[src/rtl/mult_hilo_seq.sv]
// Multiply sequencer and HI/LO register file placed in front of the ALU.
// It runs the ALU through a MULT-LO phase and then a MULT-HI phase, and commits HI/LO atomically.
module mult_hilo_seq (
    input  logic        clk,
    input  logic        rst_n,
    input  logic        start,
    input  logic [31:0] op_a,
    input  logic [31:0] op_b,
    input  logic        mthi,
    input  logic        mtlo,
    input  logic [31:0] wdata,
    input  logic        rd_sel,
    output logic [31:0] rdata,
    output logic [31:0] hi,
    output logic [31:0] lo,
    output logic        n_flag,
    output logic        z_flag,
    output logic        busy,
    output logic        done,
    output logic [5:0]  alu_func,
    output logic [31:0] alu_a,
    output logic [31:0] alu_b,
    input  logic [31:0] alu_y,
    input  logic        alu_n,
    input  logic        alu_z
);

    typedef enum logic [1:0] {
        IDLE  = 2'd0,
        LO_PH = 2'd1,
        HI_PH = 2'd2,
        DONE  = 2'd3
    } state_t;

    localparam logic [5:0] FUNC_ADDU    = 6'b100001;
    localparam logic [5:0] FUNC_MULT_LO = 6'b011001;
    localparam logic [5:0] FUNC_MULT_HI = 6'b011010;

    state_t      state;
    state_t      state_nxt;
    logic [31:0] opa_r;
    logic [31:0] opb_r;
    logic [31:0] lo_tmp;

    always_ff @(posedge clk or negedge rst_n) begin
        if (!rst_n) begin
            state <= IDLE;
        end else begin
            state <= state_nxt;
        end
    end

    // ALU drive is decoded from the state register only, so it is stable from the clock edge.
    always_comb begin
        state_nxt = state;
        busy      = 1'b0;
        done      = 1'b0;
        alu_func  = FUNC_ADDU;
        alu_a     = '0;
        alu_b     = '0;
        case (state)
            IDLE: begin
                if (start) begin
                    state_nxt = LO_PH;
                end
            end
            LO_PH: begin
                busy      = 1'b1;
                alu_func  = FUNC_MULT_LO;
                alu_a     = opa_r;
                alu_b     = opb_r;
                state_nxt = HI_PH;
            end
            HI_PH: begin
                busy      = 1'b1;
                alu_func  = FUNC_MULT_HI;
                alu_a     = opa_r;
                alu_b     = opb_r;
                state_nxt = DONE;
            end
            DONE: begin
                done      = 1'b1;
                state_nxt = IDLE;
            end
            default: begin
                state_nxt = IDLE;
            end
        endcase
    end

    always_ff @(posedge clk or negedge rst_n) begin
        if (!rst_n) begin
            opa_r <= '0;
            opb_r <= '0;
        end else if (state == IDLE && start) begin
            opa_r <= op_a;
            opb_r <= op_b;
        end
    end

    always_ff @(posedge clk or negedge rst_n) begin
        if (!rst_n) begin
            lo_tmp <= '0;
        end else if (state == LO_PH) begin
            lo_tmp <= alu_y;
        end
    end

    // The multiply commit takes priority over MTHI/MTLO on the same edge.
    always_ff @(posedge clk or negedge rst_n) begin
        if (!rst_n) begin
            hi <= '0;
            lo <= '0;
        end else if (state == HI_PH) begin
            hi <= alu_y;
            lo <= lo_tmp;
        end else begin
            if (mthi) begin
                hi <= wdata;
            end
            if (mtlo) begin
                lo <= wdata;
            end
        end
    end

    always_ff @(posedge clk or negedge rst_n) begin
        if (!rst_n) begin
            n_flag <= 1'b0;
            z_flag <= 1'b0;
        end else if (state == HI_PH) begin
            n_flag <= alu_n;
            z_flag <= alu_z;
        end
    end

    assign rdata = rd_sel ? hi : lo;

endmodule

[config.mk]
export PLATFORM = sky130hd
export DESIGN_NAME = mult_hilo_seq
export DESIGN_NICKNAME = d
export VERILOG_FILES = /design/src/rtl/mult_hilo_seq.sv
export SDC_FILE = /design/constraint.sdc
export NUM_CORES = 1
export LEC_CHECK = 0
export CORE_MARGIN = 4
export CORE_UTILIZATION = 45
export CTS_BUF_LIST = sky130_fd_sc_hd__clkbuf_2
export DETAILED_ROUTE_END_ITERATION = 12
export PLACE_DENSITY = 0.83
export SYNTH_ARGS = -nofsm -noshare
export SYNTH_HDL_FRONTEND = slang
export SYNTH_SLANG_ARGS = --single-unit
[constraint.sdc]
create_clock -name clk -period 2.3 [get_ports clk]
set_input_delay 0.46 -clock clk [delete_from_list [all_inputs] [get_ports clk]]
set_output_delay 0.46 -clock clk [all_outputs]
set_load 0.02 [all_outputs]
==> results.sh <==
export IMPL_cellPowerDensity_mw_per_mm2=1640
export IMPL_wire_per_inst_um=19.4
export IMPL_post_route_util_pct=69.4
export IMPL_grt_overflow_total=0
export IMPL_finalClockSkew_ns=0.0361
export IMPL_fmax_mhz=417
export IMPL_cp_data_required_time_ns=1.84
export IMPL_clockRootBuffer="clkbuf_2"
export IMPL_grt_pass1_vias=6401
export IMPL_power_total_mw=18.9
export IMPL_drive_gt1_share_pct=38.3
export IMPL_viasPerCell=5.16
export IMPL_crit_path_max_fanout=20
export IMPL_place_area_mm2=0.0110
export IMPL_worst_setup_path_end_kind="output pin"
export IMPL_peakVddDrop_mv=1.04
export IMPL_critPathMaxStageDelay_ns=0.41
export IMPL_design_die_area_mm2=0.0193
export IMPL_synth_nets=760
export IMPL_portBuffers=304
export IMPL_failed_checks="negative setup slack"
export IMPL_hp_class="in -> async"
export IMPL_total_leakage_power_nw=5.24
export IMPL_yosysTopAreaCellShare_pct=53.3
export IMPL_drv_slew=0
export IMPL_dr_first_iter_drc_count=279
export IMPL_grt_pass1_wl_um=35300
export IMPL_vias=6078
export IMPL_power_frac_comb_pct=62.5
export IMPL_core_area_mm2=0.0166
export IMPL_maxCapViolCount=0
export IMPL_dp_cells=1111
export IMPL_synth_cells=618
export IMPL_seq_area_frac_synth_pct=53.3
export IMPL_cts_buffers_inserted=17
export IMPL_crit_path_start_kind="flop"
export IMPL_htreeDepth=4
export IMPL_clk_latency_ns=0.71
export IMPL_p_sw_share_pct=41.5
export IMPL_gp_congestion=0.807
export IMPL_dpl_hpwl_um=15900
export IMPL_slowest_stage="dfrtp_1"
export IMPL_fin_hold_ws_ns=0.214
export IMPL_clk_pin_slew_ns=0.24
export IMPL_setup_viol=65
export IMPL_cts_tree="built"
export IMPL_period_minus_slack_ns=2.40
export IMPL_drc=0
export IMPL_ys_types=21
export IMPL_area_delta_synth_final_pct=50.0
export IMPL_outcome="finished, violations left"
export IMPL_ctsLongestPathBuffers=2
export IMPL_synth_largest_area_cell="dfrtp_1"
export IMPL_final_area_mm2=0.0115
export IMPL_p_int_mw=11.1
export IMPL_die_h_um=139
export IMPL_antenna_found_initial=2
export IMPL_synth_area_top_cells="dfrtp_1 53%, mux2_2 18%, mux2i_1 8.5%, and2_1 5.2%, o21ai_0 2.1%"
export IMPL_p_switching_mw=7.84
export IMPL_num_nets_final=1085
export IMPL_r2r_start="state[0]$_DFFE_PN0P_"
export IMPL_wl_um=22900
export IMPL_p_clk_share_pct=9.3
export IMPL_synth_warnings=0
export IMPL_finalCritPeriodShare_pct=104
export IMPL_worstPathArrival_ns=1.94
export IMPL_crit_start="state[0]$_DFFE_PN0P_"
export IMPL_die_w_um=139
export IMPL_ios=306
export IMPL_hold_viol_final=0
export IMPL_critPathKind="reg -> out"
export IMPL_crit_path_cell_trace="inv_2 > ha_4 > buf_12 > and2_4 > buf_6"
export IMPL_grt_max_degree=99
export IMPL_synth_avg_cell_area_um2=12.5
export IMPL_dr_pass1_iters=4
export IMPL_worst_r2r_path_depth=7
export IMPL_setup_slack_ns=-0.0968
export IMPL_seqPwrFrac_pct=28.1
export IMPL_rsz0062_at_grt="yes"
export IMPL_netlist_area_mm2=0.00770
export IMPL_grt_usage_pct=23.1
export IMPL_start_util_pct=46.2
export IMPL_finalNonFillerCells=1177
export IMPL_ys_ff_latch=164
export IMPL_ant_nets=0
export IMPL_num_rows=47
export IMPL_cts_sinks=164
cell usage after synthesis (all sizes together):
master,count
ha,6
inv,4
nor2b,1
nor3,31
mux2i,65
o21ai,32
nor2,2
conb,1
clkbuf,17
or2,1
mux2,132
a21oi,31
buf,34
and2,64
nand2,33
dfrtp,164
metal layers:
| metal | part of all wire, % | vias up | global-route usage [%] | routed length (µm) |
|---|---|---|---|---|
| met1 | 39 | 2978 | 27.2 | 8900 |
| met5 | 0 | - | 0 | 0 |
| met2 | 49 | 276 | 39.0 | 11300 |
| met3 | 9.7 | 31 | 8.41 | 2210 |
| li1 | - | 2793 | - | - |
| met4 | 2.1 | 0 | 8.14 | 472 |
sequential cells by signal (all words and copies together) (netlist names):
signal	count
lo_tmp	32
opb_r	32
lo	32
hi	32
state	2
opa_r	32
n_flag	1
z_flag	1
metrics by stage:
| step | setup TNS, ns | worst slack, ns |
|---|---|---|
| finish | -4.58 | -0.0968 |
| global route | -17.34 | -0.289 |
| CTS | -16.06 | -0.298 |
| detailed placement | -8.04 | -0.283 |
| global placement | -7.45 | -0.240 |
| floorplan | 0 | 0.221 |
final timing paths:
kind                                         end  slack, ns
max                                     alu_b[2]       -0.1
min                            hi[9]$_DFFE_PN0P_       0.21
max reg2reg                   lo[12]$_DFFE_PN0P_       0.36
min reg2reg                lo_tmp[4]$_DFFE_PN0N_       0.52
max in group asynchronous  opb_r[15]$_DFFE_PN0P_       1.39
min in group clk               hi[7]$_DFFE_PN0P_       0.30
critical path, delay by kind of cell, from the launching register on:
family,cells,cell delay (ns)
adder cells (fa/ha/maj),1,0.33
buffers and inverters,3,0.34
AND/OR/NAND/NOR,1,0.16
flip-flops,1,0.41
cell usage in the layout (no fill, tap or decap), types with 4 or more instances in the layout:
cell / netlist / final
mux2i_1: 65 / 65
bufinv_16: 0 / 4
and2_1: 64 / 24
buf_12: 0 / 11
clkdlybuf4s50_1: 0 / 132
clkinv_4: 0 / 5
mux2_1: 6 / 6
buf_6: 11 / 66
buf_2: 14 / 7
o21ai_0: 32 / 32
dfrtp_1: 164 / 162
a21oi_2: 5 / 5
dlygate4sd2_1: 0 / 60
dlymetal6s2s_1: 0 / 7
nor3_1: 31 / 31
mux2_2: 126 / 126
clkdlybuf4s15_2: 0 / 5
nand2_1: 32 / 32
a21oi_1: 26 / 26
buf_4: 9 / 44
and2_4: 0 / 40
clkbuf_2: 0 / 41
area by class of cell:
cell class	instances	area, µm²
fill	1271	5090
sequential	164	4110
timing repair buffer	357	3480
multi-input combinational	399	3390
tap	220	275
clock inverter	12	181
clock buffer	19	95.1
inverter	4	15.0
antenna	2	5.00
power by group through the flow:
stage / clock [mW] / sequential [mW] / combinational (mW)
global route: 1.94 / 5.47 / 12.6
detailed placement: 0 / 5.42 / 11.1
CTS: 1.83 / 5.32 / 11.9
floorplan: 0 / 5.79 / 5.54
global placement: 0 / 5.35 / 10.9
finish: 1.77 / 5.32 / 11.8
cell families after synthesis:
family | Yosys count | synth area share, %
AO/OA/AOI/OAI | 63 | 4.34
adder cells (fa/ha/maj) | 6 | 0.975
buffers and inverters | 55 | 4.42
flip-flops | 164 | 53.3
multiplexers | 197 | 27.8
other | 1 | 0.0487
AND/OR/NAND/NOR | 132 | 9.12
repair_timing:
item	CTS	global route
endpoints found under the setup margin	162	105
hold endpoints to repair	145	0
gates resized for setup	582	57
gates cloned	3	0
hold buffers	1	0
pin swaps	1	4
setup buffers	17	14
Power figures use the tool's default switching activity.
==> variant 1, RTL diff (config.mk and constraints unchanged) <==
Encoding of `state_t`: now Gray code (2 bits for 4 states).
--- a/src/rtl/mult_hilo_seq.sv
+++ b/src/rtl/mult_hilo_seq.sv
@@ -26,10 +26,10 @@
 );
 
     typedef enum logic [1:0] {
-        IDLE  = 2'd0,
-        LO_PH = 2'd1,
-        HI_PH = 2'd2,
-        DONE  = 2'd3
+        IDLE  = 2'b00,
+        LO_PH = 2'b01,
+        HI_PH = 2'b11,
+        DONE  = 2'b10
     } state_t;
 
     localparam logic [5:0] FUNC_ADDU    = 6'b100001;
Check against the original RTL: same outputs for any inputs over 10 cycles, from zero or initial values and one cycle with rst_n low; not proved beyond that.
==> variant 1 against the original RTL <==
Setup slack better by 0.15 ns; final cell count shrank 0.59%; sequential cell count unchanged; via count fell by 0.26%; largest power group unchanged; non-clock buffer count decreased by 5; synthesized area grew 2.7%; die area grew 2.5%; total power decreased by 14%; count of clock-buffer cells in the layout fell by 1; wire length is 3.0% lower; final area rose by 0.15%; largest cell class unchanged; register-to-register slack worse by 0.14 ns; highest routed layer unchanged; sequential share of layout area about the same.
==> variant 1: results (changes against the original RTL) <==
status=finished clean (was finished, violations left); GR met2 Demand/Resource=0.3637 (was 0.3904); Crit-path slowest cell=dfrtp_4 (was dfrtp_1); global-route wire length before repair=34390 microns (was 35320 microns); routing usage on met1=0.2686 (was 0.2720); reg2reg end=opb_r[27]$_DFFE_PN0P_ (was lo[12]$_DFFE_PN0P_); Leak Pwr=5.508 nW (was 5.237 nW); routed vias=6062 (was 6078); Clock Latency Late Sink=0.71 ns (about the same); Hold Slack=0.1867 ns (was 0.2139 ns); clock slew seen by the registers of the worst setup and hold paths=0.27 ns (was 0.24 ns); Synth cell types=22 (was 21); GR Util met3=0.07238 (was 0.08414); synth top area cells=dfrtp_1 52%, mux2_4 11%, mux2_2 9.5%, mux2i_1 8.1%, and2_1 5.1% (was dfrtp_1 53%, mux2_2 18%, mux2i_1 8.5%, and2_1 5.2%, o21ai_0 2.1%); area post-placement=11160 sq um (was 10970 sq um); Starting DRT DRC Count=201 (was 279); largest net degree at the start of global routing=55 (was 99); worst-path fanout max=27 (was 20); setup tns final=0 ns (was -4.584 ns); htree depth=4 (unchanged); CTS max path bufs=2 (unchanged); Post-synth ARST share=1.000 (unchanged); Avg WL per Cell=18.95 microns (was 19.42 microns); Min-Delay Path Class=primary input to async pin (unchanged); clock period minus worst slack=2.250 ns (was 2.397 ns); pre-CTS WS=-0.2674 ns (was -0.2829 ns); Non-Filler Instances=1170 (was 1177); top cell types by occurrence after synthesis=164 x dfrtp_1, 67 x mux2_2, 65 x and2_1 (was 164 x dfrtp_1, 126 x mux2_2, 65 x mux2i_1); fillcell total=1239 (was 1271); detailed placement HPWL=15200 microns (was 15940 microns); Syn Area/Cell=12.83 sq um (was 12.45 sq um); Num CTS Buffers=17 (unchanged); crit path launch=state[0]$_DFFE_PN0P_ (unchanged); layout cell share with drive strength beyond 1=0.3383 (was 0.3832); Worst Path Arrival=1.79 ns (was 1.94 ns); biggest cell delay along the critical path=0.60 ns (was 0.41 ns); Warnings, synthesis=0 (unchanged); Final Skew=0.02989 ns (was 0.03611 ns); r2r setup slk=0.22 ns (was 0.36 ns); initial antenna violation count=1 (was 2); # DRC=0 (unchanged); delay-heaviest family, CP=flip-flops (unchanged); GRT Overall Usage=0.2201 (was 0.2308); placed insts=1110 (was 1111); clock root cell=clkbuf_2 (unchanged); register area=4109 sq um (was 4106 sq um); vias in the first global route=6339 (was 6401); post-synthesis sequential area ratio=0.5194 (was 0.5332); Least-Margin Pin Slew=0.5469 ns; syn nets=752 (was 760); I/O Buffers=304 (unchanged); drt pass-1 iters=4 (unchanged); Setup crit end=alu_b[17] (was alu_b[2]); Final GP Congestion=0.7923 (was 0.8073); R2R depth=6 (was 7); VDD IR max=0.8238 mV (was 1.039 mV)
[variant 1: changes by cell type after synthesis, sizes merged, moves of 7 or more]
cell,unedited run,this run
clkbuf,17,24
a21oi,31,0
nand3,0,64
o21ai,32,64
nand2,33,0
nor3,31,0
[variant 1: timing repair]
action / in CTS / in global routing
buffers inserted: 6 / 16
pin swaps: 0 / 1
gates cloned: 4 / 0
gates resized for setup: 428 / 84
endpoints found under the setup margin: 140 / 118
endpoints found under the hold margin: 164 / 0
hold buffers: 1 / 0
[variant 1: report_power, final]
part	total (W)	switching (W)	internal, W
Combinational	0.00936	0.00456	0.00480
Sequential	0.00535	0.00101	0.00435
Clock	0.00159	0.00107	0.000517
[variant 1: kinds of logic (layout without fill, tap and decap cells)]
kind of cell           count (synthesis)  in the layout  synth area share
multiplexers                         194            194            0.2949
flip-flops                           164            164            0.5194
AND/OR/NAND/NOR                      134            134           0.09612
AO/OA/AOI/OAI                         64             64           0.04054
buffers and inverters                 59            386           0.04861
other                                  1              3         0.0004746
[variant 1: worst register-to-register path, delay by kind of cell, from the launching register on]
| family | cells | cell delay (ns) |
|---|---|---|
| and+or+nand+nor | 1 | 0.24 |
| DFF | 1 | 0.60 |
| buffers and inverters | 4 | 0.85 |
| muxes | 1 | 0.31 |
[variant 1: routing by layer]
metal | vias up | wire (microns)
li1 | 2784 | -
met1 | 2965 | 8877
met2 | 279 | 10730
met3 | 34 | 2061
met4 | 0 | 506
met5 | - | 0
[variant 1: area by class of cell]
type | count | area share
Antenna cell | 2 | 0.0004328
Multi-Input combinational cell | 393 | 0.3017
Inverter | 2 | 0.0006491
Tap cell | 225 | 0.02434
Timing Repair Buffer | 352 | 0.2964
Clock buffer | 18 | 0.007790
Sequential cell | 164 | 0.3553
Clock inverter | 14 | 0.01331
==> variant 2, RTL diff (config.mk and constraints unchanged) <==
Without the edit above. Register the input `op_b` before use, without a reset. The logic sees it one clock later. The other inputs are not delayed to match.
--- a/src/rtl/mult_hilo_seq.sv
+++ b/src/rtl/mult_hilo_seq.sv
@@ -35,6 +35,12 @@
     localparam logic [5:0] FUNC_ADDU    = 6'b100001;
     localparam logic [5:0] FUNC_MULT_LO = 6'b011001;
     localparam logic [5:0] FUNC_MULT_HI = 6'b011010;
+
+    logic [31:0] op_b_q;
+
+    always_ff @(posedge clk) begin
+        op_b_q <= op_b;
+    end
 
     state_t      state;
     state_t      state_nxt;
@@ -94,7 +100,7 @@
             opb_r <= '0;
         end else if (state == IDLE && start) begin
             opa_r <= op_a;
-            opb_r <= op_b;
+            opb_r <= op_b_q;
         end
     end
 
Behaviour: not the same (Yosys sat finds a counterexample within 4 cycles, from zero or initial values and one cycle with rst_n low).
==> variant 2 against the original RTL <==
Synthesized cell count rose by 5.2%; final area rose by 10%; critical endpoint is now alu_b[30]; synthesized area rose by 9.6%; setup slack got worse by 0.19 ns; the run still ends with negative setup slack left; sequential cell count rose by 32; largest power group unchanged; total power rose by 10%; wire length rose by 11%; clock power fell by 6%.
==> variant 2: results (changes against the original RTL) <==
net count reported at finish=1156 (was 1085); final worst slack=-0.2819 ns (was -0.09684 ns); switching power=0.008658 W (was 0.007839 W); initial antenna violation count=0 (was 2); # Post-CTS Setup Buffers=19 (was 17); top cell types by occurrence after synthesis=164 x dfrtp_1, 66 x mux2_2, 66 x mux2i_1 (was 164 x dfrtp_1, 126 x mux2_2, 65 x mux2i_1); layout cell share with drive strength beyond 1=0.3593 (was 0.3832); GR met2 Demand/Resource=0.3817 (was 0.3904); Hold Slack=0.09143 ns (was 0.2139 ns); GRT Overall Usage=0.2238 (was 0.2308); violated checks=negative setup slack (unchanged); Leak Pwr=5.713 nW (was 5.237 nW); worst-path fanout max=10 (was 20); Final setup viols=68 (was 65); status=finished, violations left (unchanged); pre-CTS WS=-0.2674 ns (was -0.2829 ns); Min-Delay Path Class=primary input to flip-flop (was primary input to async pin); Synth cell types=22 (was 21); largest net degree at the start of global routing=71 (was 99); area post-placement=11730 sq um (was 10970 sq um); vias in the first global route=6584 (was 6401); routed vias=6409 (was 6078); Starting DRT DRC Count=222 (was 279); Final Skew=0.03826 ns (was 0.03611 ns); # diodes=0 (was 2); fillcell total=1262 (was 1271); drt pass-1 iters=6 (was 4); clock slew seen by the registers of the worst setup and hold paths=0.31 ns (was 0.24 ns); Final GP Congestion=0.8369 (was 0.8073)
variant 2: changes by cell type after synthesis, sizes merged:
cell    unedited run  this run
a21oi             31        32
buf               34        32
clkbuf            17        19
dfxtp              0        32
mux2             132       130
mux2i             65        66
nor2               2         1
nor3              31        32
variant 2: cell type report:
| type | count | area share |
|---|---|---|
| clock inverters | 14 | 0.01119 |
| well taps | 229 | 0.02248 |
| inverters | 4 | 0.001374 |
| repair buffers | 396 | 0.3084 |
| multi-input cells | 399 | 0.2772 |
| clock buffers | 18 | 0.007068 |
| flip-flops and latches | 196 | 0.3722 |
variant 2: kinds of logic after synthesis:
| logic type | after synthesis | share of synthesized area |
|---|---|---|
| AND/OR/NAND/NOR | 132 | 0.08335 |
| buffers and inverters | 55 | 0.04182 |
| multiplexers | 196 | 0.2518 |
| flip-flops | 196 | 0.5624 |
| adder cells (fa/ha/maj) | 6 | 0.008898 |
| other | 1 | 0.0004445 |
| AO/OA/AOI/OAI | 64 | 0.05131 |
